--- src/rtl/prog_clkdiv.sv ---
// prog_clkdiv: NCH independent programmable clock dividers with shadowed divisors,
// global phase-align strobe and bad-channel write flag. Macro PROG_CLKDIV_TICK_EN enables tick outputs.
module prog_clkdiv #(
  parameter int unsigned NCH     = 4,
  parameter int unsigned CNT_W   = 32,
  parameter int unsigned DEF_DIV = 100,
  localparam int unsigned CH_W   = (NCH > 1) ? $clog2(NCH) : 1
) (
  input  logic             CLK_IN,
  input  logic             clr,
  input  logic             wr_en,
  input  logic [CH_W-1:0]  wr_ch,
  input  logic [CNT_W-1:0] wr_div,
  input  logic             sync,
  output logic [NCH-1:0]   CLK_OUT,
  output logic [NCH-1:0]   tick,
  output logic [NCH-1:0]   pend,
  output logic             wr_err
);

  localparam logic [CNT_W-1:0] DEF_DIV_C = CNT_W'(DEF_DIV);

  logic [NCH-1:0][CNT_W-1:0] cnt_q, cnt_d;
  logic [NCH-1:0][CNT_W-1:0] div_a_q, div_a_d;
  logic [NCH-1:0][CNT_W-1:0] div_s_q, div_s_d;
  logic [NCH-1:0]            clk_q, clk_d;
  logic [NCH-1:0]            pend_q, pend_d;
  logic [NCH-1:0]            tgl_c;
  logic                      wr_err_q, wr_err_d;
  logic                      wr_ok_c;

  assign wr_ok_c  = wr_en && (32'(wr_ch) < NCH);
  assign wr_err_d = wr_en && (32'(wr_ch) >= NCH);

  // Per-channel counter, shadow-divisor hand-off and output toggle.
  always_comb begin
    cnt_d   = cnt_q;
    div_a_d = div_a_q;
    div_s_d = div_s_q;
    pend_d  = pend_q;
    clk_d   = clk_q;
    tgl_c   = '0;
    for (int unsigned i = 0; i < NCH; i++) begin
      if (sync || (div_a_q[i] == '0)) begin
        cnt_d[i] = '0;
        clk_d[i] = 1'b0;
        if (pend_q[i]) begin
          div_a_d[i] = div_s_q[i];
          pend_d[i]  = 1'b0;
        end
      end else if (cnt_q[i] == div_a_q[i]) begin
        cnt_d[i] = '0;
        if (pend_q[i]) begin
          div_a_d[i] = div_s_q[i];
          pend_d[i]  = 1'b0;
        end
        // A zero divisor landing at terminal parks the output low without a tick.
        if (pend_q[i] && (div_s_q[i] == '0)) begin
          clk_d[i] = 1'b0;
        end else begin
          clk_d[i] = ~clk_q[i];
          tgl_c[i] = 1'b1;
        end
      end else begin
        cnt_d[i] = cnt_q[i] + CNT_W'(1);
      end
      // A new write is captured after any apply above, so it waits for the next terminal.
      if (wr_ok_c && (wr_ch == CH_W'(i))) begin
        div_s_d[i] = wr_div;
        pend_d[i]  = 1'b1;
      end
    end
  end

  always_ff @(posedge CLK_IN or posedge clr) begin
    if (clr) begin
      cnt_q    <= '0;
      div_a_q  <= {NCH{DEF_DIV_C}};
      div_s_q  <= {NCH{DEF_DIV_C}};
      clk_q    <= '0;
      pend_q   <= '0;
      wr_err_q <= 1'b0;
    end else begin
      cnt_q    <= cnt_d;
      div_a_q  <= div_a_d;
      div_s_q  <= div_s_d;
      clk_q    <= clk_d;
      pend_q   <= pend_d;
      wr_err_q <= wr_err_d;
    end
  end

`ifdef PROG_CLKDIV_TICK_EN
  logic [NCH-1:0] tick_q;

  always_ff @(posedge CLK_IN or posedge clr) begin
    if (clr) begin
      tick_q <= '0;
    end else begin
      tick_q <= tgl_c;
    end
  end

  assign tick = tick_q;
`else
  assign tick = '0;
`endif

  assign CLK_OUT = clk_q;
  assign pend    = pend_q;
  assign wr_err  = wr_err_q;

endmodule
--- config.mk ---
export PLATFORM = sky130hd
export DESIGN_NAME = prog_clkdiv
export DESIGN_NICKNAME = d
export VERILOG_FILES = /design/src/rtl/prog_clkdiv.sv
export SDC_FILE = /design/constraint.sdc
export NUM_CORES = 1
export LEC_CHECK = 0
export ABC_CLOCK_PERIOD_IN_PS = 19550
export CAP_MARGIN = 40
export CELL_PAD_IN_SITES_DETAIL_PLACEMENT = 0
export CELL_PAD_IN_SITES_GLOBAL_PLACEMENT = 1
export CORE_MARGIN = 1
export CORE_UTILIZATION = 45
export CTS_CLUSTER_DIAMETER = 40
export DETAILED_ROUTE_END_ITERATION = 16
export DONT_BUFFER_PORTS = 1
export HOLD_SLACK_MARGIN = 0.1
export PLACE_DENSITY_LB_ADDON = 0.12
export SLEW_MARGIN = 20
export SYNTH_ARGS = -nofsm -noshare
export SYNTH_HDL_FRONTEND = slang
export SYNTH_SLANG_ARGS = --single-unit
--- constraint.sdc ---
create_clock -name CLK_IN -period 19.55 [get_ports CLK_IN]
set_input_delay 4.8875 -clock CLK_IN [delete_from_list [all_inputs] [get_ports CLK_IN]]
set_output_delay 4.8875 -clock CLK_IN [all_outputs]
set_load 0.01 [all_outputs]
# After elaboration in Yosys (flattened, before gate mapping)
# Index checks and enable logic that the tools add are counted.
dict set report word_totals {
  ff_bits 392
  input_bits 38
  output_inout_bits 13
  word_cells 108
}
dict set report op_classes {
  add_sub_neg 4
  n_eq_ne 7
  n_mux 44
  bitwise_logic 4
  n_reduce_logical 29
}
# cell n
set ops {}
lappend ops {{32-bit two-way mux} 20}
lappend ops {{32-bit zero test} 8}
lappend ops {{32-bit by 1-bit adder with 32-bit output, second input constant} 4}
lappend ops {{32-bit == test} 4}
lappend ops {{1-bit two-way mux} 24}
lappend ops {{3-bit nonzero test} 4}
lappend ops {{1-bit logical AND} 8}
lappend ops {{2-bit nonzero test} 4}
lappend ops {{2-bit == test, second input constant} 2}
lappend ops {{1-bit logical OR} 4}
lappend ops {{1-bit inverter} 4}
lappend ops {{2-bit by 1-bit == test with 1-bit output, second input constant} 1}
lappend ops {{2-bit zero test} 1}

# Longest topological paths before layout
# Gate-level depths: netlist (run 1).
dict set report logic_depth {
  word_depth 5
  mapped_depth 8
  depth_no_buf 6
}

# Worst setup path before layout (run 1)
# Ideal clock, no wire load.
dict set report synth_path {
  path_type {input -> register}
  start {input wr_ch[0]}
  end {register div_s_q[10] in the netlist's numbering}
  t_arrival_ns 6.106
  required_ns 19.425
  setup_slack_ns 13.319
  path_stages 3
  n_path_buf 1
  cell_sequence {nor3b_1 clkbuf_1 mux2_2}
}
dict set report synth_via {
  elab_chain_cells 2
}
# item line
set synth_rtl {}
lappend synth_rtl {{from (decl)} 12} ;# input logic [CH_W-1:0] wr_ch,
lappend synth_rtl {{2-bit zero test} 68} ;# if (wr_ok_c && (wr_ch == CH_W'(i))) begin
lappend synth_rtl {{1-bit logical AND} 68}
lappend synth_rtl {{to (signal assigned)} 79} ;# div_s_q <= {NCH{DEF_DIV_C}};
lappend synth_rtl {{to (signal assigned)} 86} ;# div_s_q <= div_s_d;
lappend synth_rtl {{to (decl)} 25} ;# logic [NCH-1:0][CNT_W-1:0] div_s_q, div_s_d;
# No other way between the ends.
# A chain may end at the register's enable or synchronous reset.

==> qor.log, run 1 <==
qor: status.outcome complete, no violations
qor: setup_path.r2r-end pend[0]
qor: drt.highest-signal-layer met5
qor: logic_synthesis.yosys_warnings 0
qor: final_layout.leading_cell_type_in_the_layout_fill_and_taps_excluded sky130_fd_sc_hd__dfrtp_1
qor: final_layout.post_layout_nonfiller_instances 2583
qor: place.gp_congestion 0.8320
qor: logic_synthesis.syn-cell-area 19950 sq um
qor: place.numPlacedInstances 2442
qor: setup_path.critical_path.max_fanout 103
qor: logic_synthesis.yosys.cell_types.count 41
qor: setup_path.cp_endpoint div_a_q[70]
qor: floorplanning.dieWidth 212.6 um
qor: power_and_ir_drop.peakVddDrop 0.09531 mV
qor: final_layout.syn2layout_area_growth 16.76%
qor: cts.clkTransAtPathRegs 0.05 ns
qor: cts.postCtsHoldBufs 0
qor: logic_synthesis.dominantRegCellSynth sky130_fd_sc_hd__dfrtp_1
qor: global_route.grt_start_max_net_pins 117
qor: cts.cts_setup_buffers 0
qor: floorplanning.die_h 212.6 um
qor: logic_synthesis.yosys_register_bits 392
qor: sta.slew_viol_final 0
qor: floorplanning.initial_core_util 46.02%
qor: setup_path.slack_of_the_worst_reg_to_reg_path 17.08 ns
qor: cts.cts_htree_levels 3
qor: sta.setup_total_negative_slack 0 ns
qor: cts.cts_made_buffers 75
qor: setup_path.cp_data_arrival_time 7.29 ns
qor: final_layout.final_nets 1978
qor: cts.cts_tree built
qor: floorplanning.core.rowCount 76
qor: cts.cts_sinks 392
qor: power_and_ir_drop.powerDensity 113.9 nW/um^2
qor: final_layout.most_frequent_cells_in_the_layout sky130_fd_sc_hd__dfrtp_1, sky130_fd_sc_hd__nand2_1, sky130_fd_sc_hd__o211ai_1
qor: sta.post-route-period-util 33.75%
qor: drt.met2_wirelength 24750 um
qor: cts.cts_resized 0
qor: sta.max-slew-margin-rel 54.32%
qor: place.placement.io_buffers 0
qor: setup_path.worst_setup_path_end_kind asynchronous set/reset pin
qor: final_layout.fin_util 53.73%
qor: cts.clk_path_buf_depth 3
qor: setup_path.setup.worst_path.start_class input pin
qor: drt.route.detailed.vias_per_inst 5.725
qor: floorplanning.die_area 45190 sq um
qor: drt.final_antenna_net_count 0
qor: drt.wl_per_cell 21.17 um
qor: drt.dr.pass1.iters 5
qor: cts.clock_root_cell sky130_fd_sc_hd__clkbuf_16
qor: sta.setup_slack 12.95 ns
qor: setup_path.r2r_start cnt_q[15]
qor: setup_path.worst_r2r_path_cells 7
qor: drt.detail_route.drc_violations 0
qor: sta.worst-slew-pin-transition 0.6852 ns
qor: setup_path.timing.critical_path.required 20.24 ns
qor: global_route.first_global_vias 14930
qor: sta.finalSetupViolations 0
qor: drt.dr.first_iter.drc_count 1203
qor: drt.drt-met1-wl 25000 um
qor: final_layout.layout-drive-gt1-share 18.28%
qor: min_path.hold_path_class flip-flop to flip-flop
qor: global_route.grt_pass1_wl 87200 um
qor: sta.final_period_minus_worst_setup_slack 6.597 ns
qor: cts.clk-insertion-delay-late 0.60 ns
qor: power_and_ir_drop.static_leakage 0.009220 uW
qor: floorplanning.io_pins 51
qor: logic_synthesis.syn_inst 1948
qor: logic_synthesis.synth_edf_count 0
qor: drt.detailroute.wirelength.met3 3222 um
qor: global_route.grtUsageTotal 25.10%
qor: logic_synthesis.synthArstFlopShare 100.0%
qor: sta.finalHoldViolations 0
qor: run.timing.max_cap.violations 0
qor: sta.fin_hold_ws 0.5043 ns
qor: setup_path.type_of_the_worst_setup_path input pin to asynchronous set/reset pin
qor: global_route.antenna_found_initial 8
qor: sta.fin_skew 0.01559 ns
qor: floorplanning.core_area 43360 sq um
qor: global_route.grt_overflow_total 0
qor: logic_synthesis.ys_seq_area_share 49.31%
qor: place.preCtsSetupSlack 11.90 ns
qor: sta.clock.fmax 0.1516 GHz
qor: drt.route.final.wire_length 54680 um
qor: setup_path.worstSetupStartpoint clr
qor: logic_synthesis.syn_avg_cell_area 10.24 sq um
qor: min_path.hold_path_depth 1
qor: sta.unrepaired_setup_endpoints_after_global_routing no
qor: place.detailedPlacementHpwl 35950 um
qor: drt.route.vias.total 14790
==> cells by family (layout without fill, tap and decap cells) <==
kind of cell             count (synthesis)  count (layout)  share of synthesized area [%]
AO/OA/AOI/OAI                          282             282                          11.12
XOR/XNOR                               247             247                          10.84
adder cells (fa/ha/maj)                  4               4                         0.2508
buffers and inverters                  158             203                          3.336
flip-flops                             392             392                          49.31
multiplexers                           128             128                          7.224
other                                    1               6                        0.01879
AND/OR/NAND/NOR                        736             736                          17.90
==> metrics by stage <==
stage	power, uW	instance area [sq um]
finish	2653	23300
global route	2759	23290
CTS	2679	23240
detailed placement	1297	20550
global placement	1282	20390
floorplan	1206	19970
==> cell type report <==
| class | instances | area (sq um) |
|---|---|---|
| antenna | 1 | 2.502 |
| clock buffer | 96 | 2100 |
| clock inverter | 42 | 590.6 |
| fill | 3849 | 20060 |
| inverter | 28 | 112.6 |
| multi-input combinational | 1402 | 9503 |
| sequential | 392 | 9839 |
| tap | 585 | 732.0 |
| timing repair buffer | 37 | 417.9 |
==> worst max-delay path, stage by stage <==
cell	delay, ns
sky130_fd_sc_hd__inv_8	0.09
sky130_fd_sc_hd__buf_16	0.40
sky130_fd_sc_hd__buf_4	0.30
sky130_fd_sc_hd__buf_16	0.29
sky130_fd_sc_hd__buf_4	0.45
sky130_fd_sc_hd__buf_4	0.42
sky130_fd_sc_hd__buf_16	0.30
==> synthesized netlist by cell type, types with 7 or more instances <==
cell type	n	share of area (%)
sky130_fd_sc_hd__and3_1	17	0.53
sky130_fd_sc_hd__and4_1	21	0.92
sky130_fd_sc_hd__buf_2	25	0.63
sky130_fd_sc_hd__clkbuf_1	97	1.8
sky130_fd_sc_hd__dfrtp_1	368	46
sky130_fd_sc_hd__dfstp_2	24	3.2
sky130_fd_sc_hd__inv_1	28	0.53
sky130_fd_sc_hd__mux2_2	128	7.2
sky130_fd_sc_hd__nand2_1	263	4.9
sky130_fd_sc_hd__nand2b_1	32	1.0
sky130_fd_sc_hd__nand3_1	35	0.88
sky130_fd_sc_hd__nand4_1	36	1.1
sky130_fd_sc_hd__nor2_1	159	3.0
sky130_fd_sc_hd__nor3_1	29	0.73
sky130_fd_sc_hd__nor4_1	112	3.5
sky130_fd_sc_hd__o211ai_1	228	8.6
sky130_fd_sc_hd__o211ai_2	28	1.8
sky130_fd_sc_hd__o21ai_0	7	0.18
sky130_fd_sc_hd__xnor2_1	94	4.1
sky130_fd_sc_hd__xor2_1	153	6.7
==> worst min-delay path by stage <==
stage,endpoint,start,slack [ns]
3_5_place_dp,cnt_q[0],cnt_q[0],0.49
3_3_place_gp,div_a_q[6],div_s_q[6],0.49
6_report,cnt_q[0],cnt_q[0],0.50
2_1_floorplan,cnt_q[0],cnt_q[0],0.46
5_1_grt,div_a_q[102],div_s_q[102],0.53
4_1_cts,cnt_q[0],cnt_q[0],0.51
==> power breakdown <==
group	leakage, uW	switching (uW)	internal (uW)	total [uW]
Clock	0.00131	446	921	1370
Combinational	0.00321	128	121	249
Sequential	0.00470	118	919	1040
Total	0.00922	692	1960	2650
==> layer usage <==
layer / GRT usage, % / vias up
li1: - / 6947
met2: 37.92 / 337
met4: 8.782 / 6
met3: 5.982 / 114
met5: 0 / -
met1: 35.15 / 7384
==> state kept, by name, summed over array words and instances, names as in the netlist <==
register  count
CLK_OUT       4
cnt_q       128
div_a_q     128
div_s_q     128
pend          4
Power figures use the tool's default switching activity.
==> run 2: changes to the inputs <==
--- a/config.mk
+++ b/config.mk
@@ -5,7 +5,7 @@
 export SDC_FILE = /design/constraint.sdc
 export NUM_CORES = 1
 export LEC_CHECK = 0
-export ABC_CLOCK_PERIOD_IN_PS = 19550
+export ABC_CLOCK_PERIOD_IN_PS = 5500
 export CAP_MARGIN = 40
 export CELL_PAD_IN_SITES_DETAIL_PLACEMENT = 0
 export CELL_PAD_IN_SITES_GLOBAL_PLACEMENT = 1
==> constraint.sdc (replaced) <==
create_clock -name CLK_IN -period 5.5 [get_ports CLK_IN]
set_input_delay 1.375 -clock CLK_IN [delete_from_list [all_inputs] [get_ports CLK_IN]]
set_output_delay 1.375 -clock CLK_IN [all_outputs]
set_load 0.01 [all_outputs]
==> qor.log, run 2 (same netlist as run 1, synthesis figures left out) <==
qor: setup_path.worst_setup_path_end_kind primary output
qor: cts.cts_sinks 392 [unchanged]
qor: power_and_ir_drop.seqPwrFrac 41.0% [+1.9 points]
qor: power_and_ir_drop.post-layout-total-power 8978 uW [+240%]
qor: power_and_ir_drop.power.share.combinational 9.9% [+0.5 points]
qor: setup_path.setup.worst_path.start_class flip-flop
qor: final_layout.fin_util 53.13% [-0.60 points]
qor: drt.dr.first_iter.drc_count 1012 [-16%]
qor: setup_path.timing.critical_path.buf_inv 1 [-6]
qor: final_layout.insertedDiodeCount 0 [-1]
qor: cts.cts_resized 0 [unchanged]
qor: sta.max-slew-margin-rel 49.12% [-5.2 points]
qor: global_route.grt_start_max_net_pins 95 [-19%]
qor: min_path.hold_path_class flip-flop to flip-flop
qor: setup_path.critPathTopFamily buffers and inverters
qor: min_path.hold_path_depth 2 [+1]
qor: power_and_ir_drop.power.share.switching 26.71% [+0.64 points]
qor: cts.clk-insertion-delay-late 0.59 ns [about the same]
qor: setup_path.r2r_start cnt_q[47]
qor: power_and_ir_drop.clock_power_share 49.1% [-2.4 points]
qor: place.detailed_place.area 20600 sq um [+0.23%]
qor: final_layout.layout_top_registers cnt_q (128), div_a_q (128), div_s_q (128)
qor: setup_path.r2r-end pend[1]
qor: global_route.grt_pass1_wl 86920 um [-0.32%]
qor: drt.route.vias.total 14600 [-1.3%]
qor: power_and_ir_drop.peakVddDrop 0.2354 mV [+150%]
qor: final_layout.syn2layout_area_growth 15.46%
qor: sta.clock.fmax 0.3578 GHz
qor: cts.cts_tree built
qor: final_layout.layout-drive-gt1-share 17.92% [-0.36 points]
qor: cts.cts_setup_buffers 0 [unchanged]
qor: drt.dr.pass1.iters 5 [unchanged]
qor: sta.setup_slack 2.705 ns [-10.25 ns]
qor: sta.post-route-period-util 50.82%
qor: drt.route.final.wire_length 54280 um [-0.73%]
qor: final_layout.final_nets 1975 [-0.15%]
qor: place.placement.io_buffers 0 [unchanged]
qor: sta.unrepaired_setup_endpoints_after_global_routing no
qor: status.outcome complete, no violations
qor: min_path.hold-path-endpoint div_a_q[102]
qor: drt.final_antenna_net_count 0 [unchanged]
qor: floorplanning.core_area 43360 sq um [unchanged]
qor: power_and_ir_drop.switching_power 2398 uW [+250%]
qor: sta.finalHoldViolations 0 [unchanged]
qor: cts.clk_path_buf_depth 3 [unchanged]
qor: power_and_ir_drop.intPower 6580 uW [+240%]
qor: setup_path.slack_of_the_worst_reg_to_reg_path 2.78 ns [-14.30 ns]
qor: global_route.first_global_vias 14780 [-1.0%]
qor: floorplanning.dieWidth 212.6 um [unchanged]
qor: floorplanning.initial_core_util 46.02% [unchanged]
qor: run.timing.max_cap.violations 0 [unchanged]
qor: cts.postCtsHoldBufs 0 [unchanged]
qor: floorplanning.die_area 45190 sq um [unchanged]
qor: setup_path.worst_r2r_path_cells 7 [unchanged]
qor: global_route.antenna_found_initial 8 [unchanged]
qor: cts.clock_root_cell sky130_fd_sc_hd__clkbuf_16
qor: setup_path.cp_data_arrival_time 1.42 ns [-5.87 ns]
qor: setup_path.type_of_the_worst_setup_path flip-flop to primary output
qor: floorplanning.io_pins 51 [unchanged]
qor: setup_path.timing.critical_path.required 4.12 ns [-16.12 ns]
qor: sta.fin_skew 0.02081 ns [+0.005220 ns]
qor: cts.cts_htree_levels 3 [unchanged]
qor: cts.cts_made_buffers 70 [-6.7%]
qor: drt.route.detailed.vias_per_inst 5.675 [-0.88%]
qor: floorplanning.core.rowCount 76 [unchanged]
qor: setup_path.cpPeakStageDelay 0.49 ns [+0.04 ns]
qor: cts.clkTransAtPathRegs 0.05 ns [about the same]
qor: drt.wl_per_cell 21.10 um [-0.30%]
qor: floorplanning.die_h 212.6 um [unchanged]
qor: setup_path.critical_path.slowest_cell sky130_fd_sc_hd__buf_4
qor: sta.finalSetupViolations 0 [unchanged]
qor: power_and_ir_drop.static_leakage 0.009094 uW [-1.4%]
qor: place.preCtsSetupSlack 2.353 ns [-9.551 ns]
qor: final_layout.most_frequent_cells_in_the_layout sky130_fd_sc_hd__dfrtp_1, sky130_fd_sc_hd__nand2_1, sky130_fd_sc_hd__o211ai_1
qor: setup_path.critical_path.max_fanout 67 [-35%]
qor: place.gp_congestion 0.8482 [+1.9%]
qor: setup_path.ordered_cell_list_for_the_critical_path buf_4
qor: global_route.grt_overflow_total 0 [unchanged]
qor: sta.worst-slew-pin-transition 0.7631 ns [+0.07790 ns]
qor: global_route.grtUsageTotal 25.03% [-0.072 points]
qor: power_and_ir_drop.powerDensity 389.7 nW/um^2 [+240%]
qor: min_path.min-delay-start div_s_q[102]
qor: sta.slew_viol_final 0 [unchanged]
qor: sta.fin_hold_ws 0.5090 ns [+0.004671 ns]
qor: final_layout.postLayoutCellArea 23040 sq um [-1.1%]
qor: sta.final_period_minus_worst_setup_slack 2.795 ns
qor: place.detailedPlacementHpwl 36430 um [+1.3%]
qor: final_layout.leading_cell_type_in_the_layout_fill_and_taps_excluded sky130_fd_sc_hd__dfrtp_1
qor: drt.detail_route.drc_violations 0 [unchanged]
==> run 2: cell count changes in the layout (fill, tap and decap cells not counted), moves of 3 or more <==
cell	before	now
sky130_fd_sc_hd__bufinv_16	12	6
sky130_fd_sc_hd__clkinv_4	4	8
sky130_fd_sc_hd__clkbuf_16	78	73
sky130_fd_sc_hd__buf_12	2	6
sky130_fd_sc_hd__clkinv_2	12	7
sky130_fd_sc_hd__buf_16	5	2
sky130_fd_sc_hd__clkbuf_8	8	12
==> run 2: metal layers <==
layer	GRT usage, %	routed length (um)
met1	35.66	25690
met2	38.02	24710
met3	6.071	2896
met4	6.549	961
met5	0	13
==> run 2: worst min-delay path, stage by stage (launching register included) <==
cell and delay (ns):
sky130_fd_sc_hd__dfstp_2 0.37, sky130_fd_sc_hd__nand2_1 0.06, sky130_fd_sc_hd__o211ai_1 0.07
==> run 2: metrics by stage <==
| step | TNS [ns] | std cells |
|---|---|---|
| CTS | 0 | 2571 |
| floorplan | -415.57 | 1952 |
| global placement | 0 | 2439 |
| detailed placement | 0 | 2445 |
| global route | 0 | 2572 |
| finish | 0 | 2572 |
==> run 2: cell type report <==
type                    instances  area [sq um]
multi-input cells            1402          9500
clock inverters                33         404.1
repair buffers                 39         430.4
flip-flops and latches        392          9841
inverters                      28         108.9
well taps                     585         732.0
fillers                      3932         20320
clock buffers                  93          2022
==> run 2: worst max-delay path by stage <==
| stage | startpoint | depth (start not counted) | end | slack [ns] |
|---|---|---|---|---|
| 2_1_floorplan | clr | 1 | CLK_OUT[0] | -1.13 |
| 3_3_place_gp | sync | 4 | div_a_q[92] | 2.27 |
| 3_5_place_dp | sync | 5 | div_a_q[123] | 2.35 |
| 4_1_cts | pend[1] | 1 | pend[1] | 2.29 |
| 5_1_grt | pend[0] | 1 | pend[0] | 2.62 |
| 6_report | pend[0] | 1 | pend[0] | 2.70 |
==> run 2: power by group through the flow <==
stage	clock network, uW	registers (uW)	logic (uW)
final	4410	3680	886
after global routing	4610	3740	999
after CTS	4490	3680	892
after detailed placement	0	3730	888
after global placement	0	3720	853
after floorplan	0	3570	722
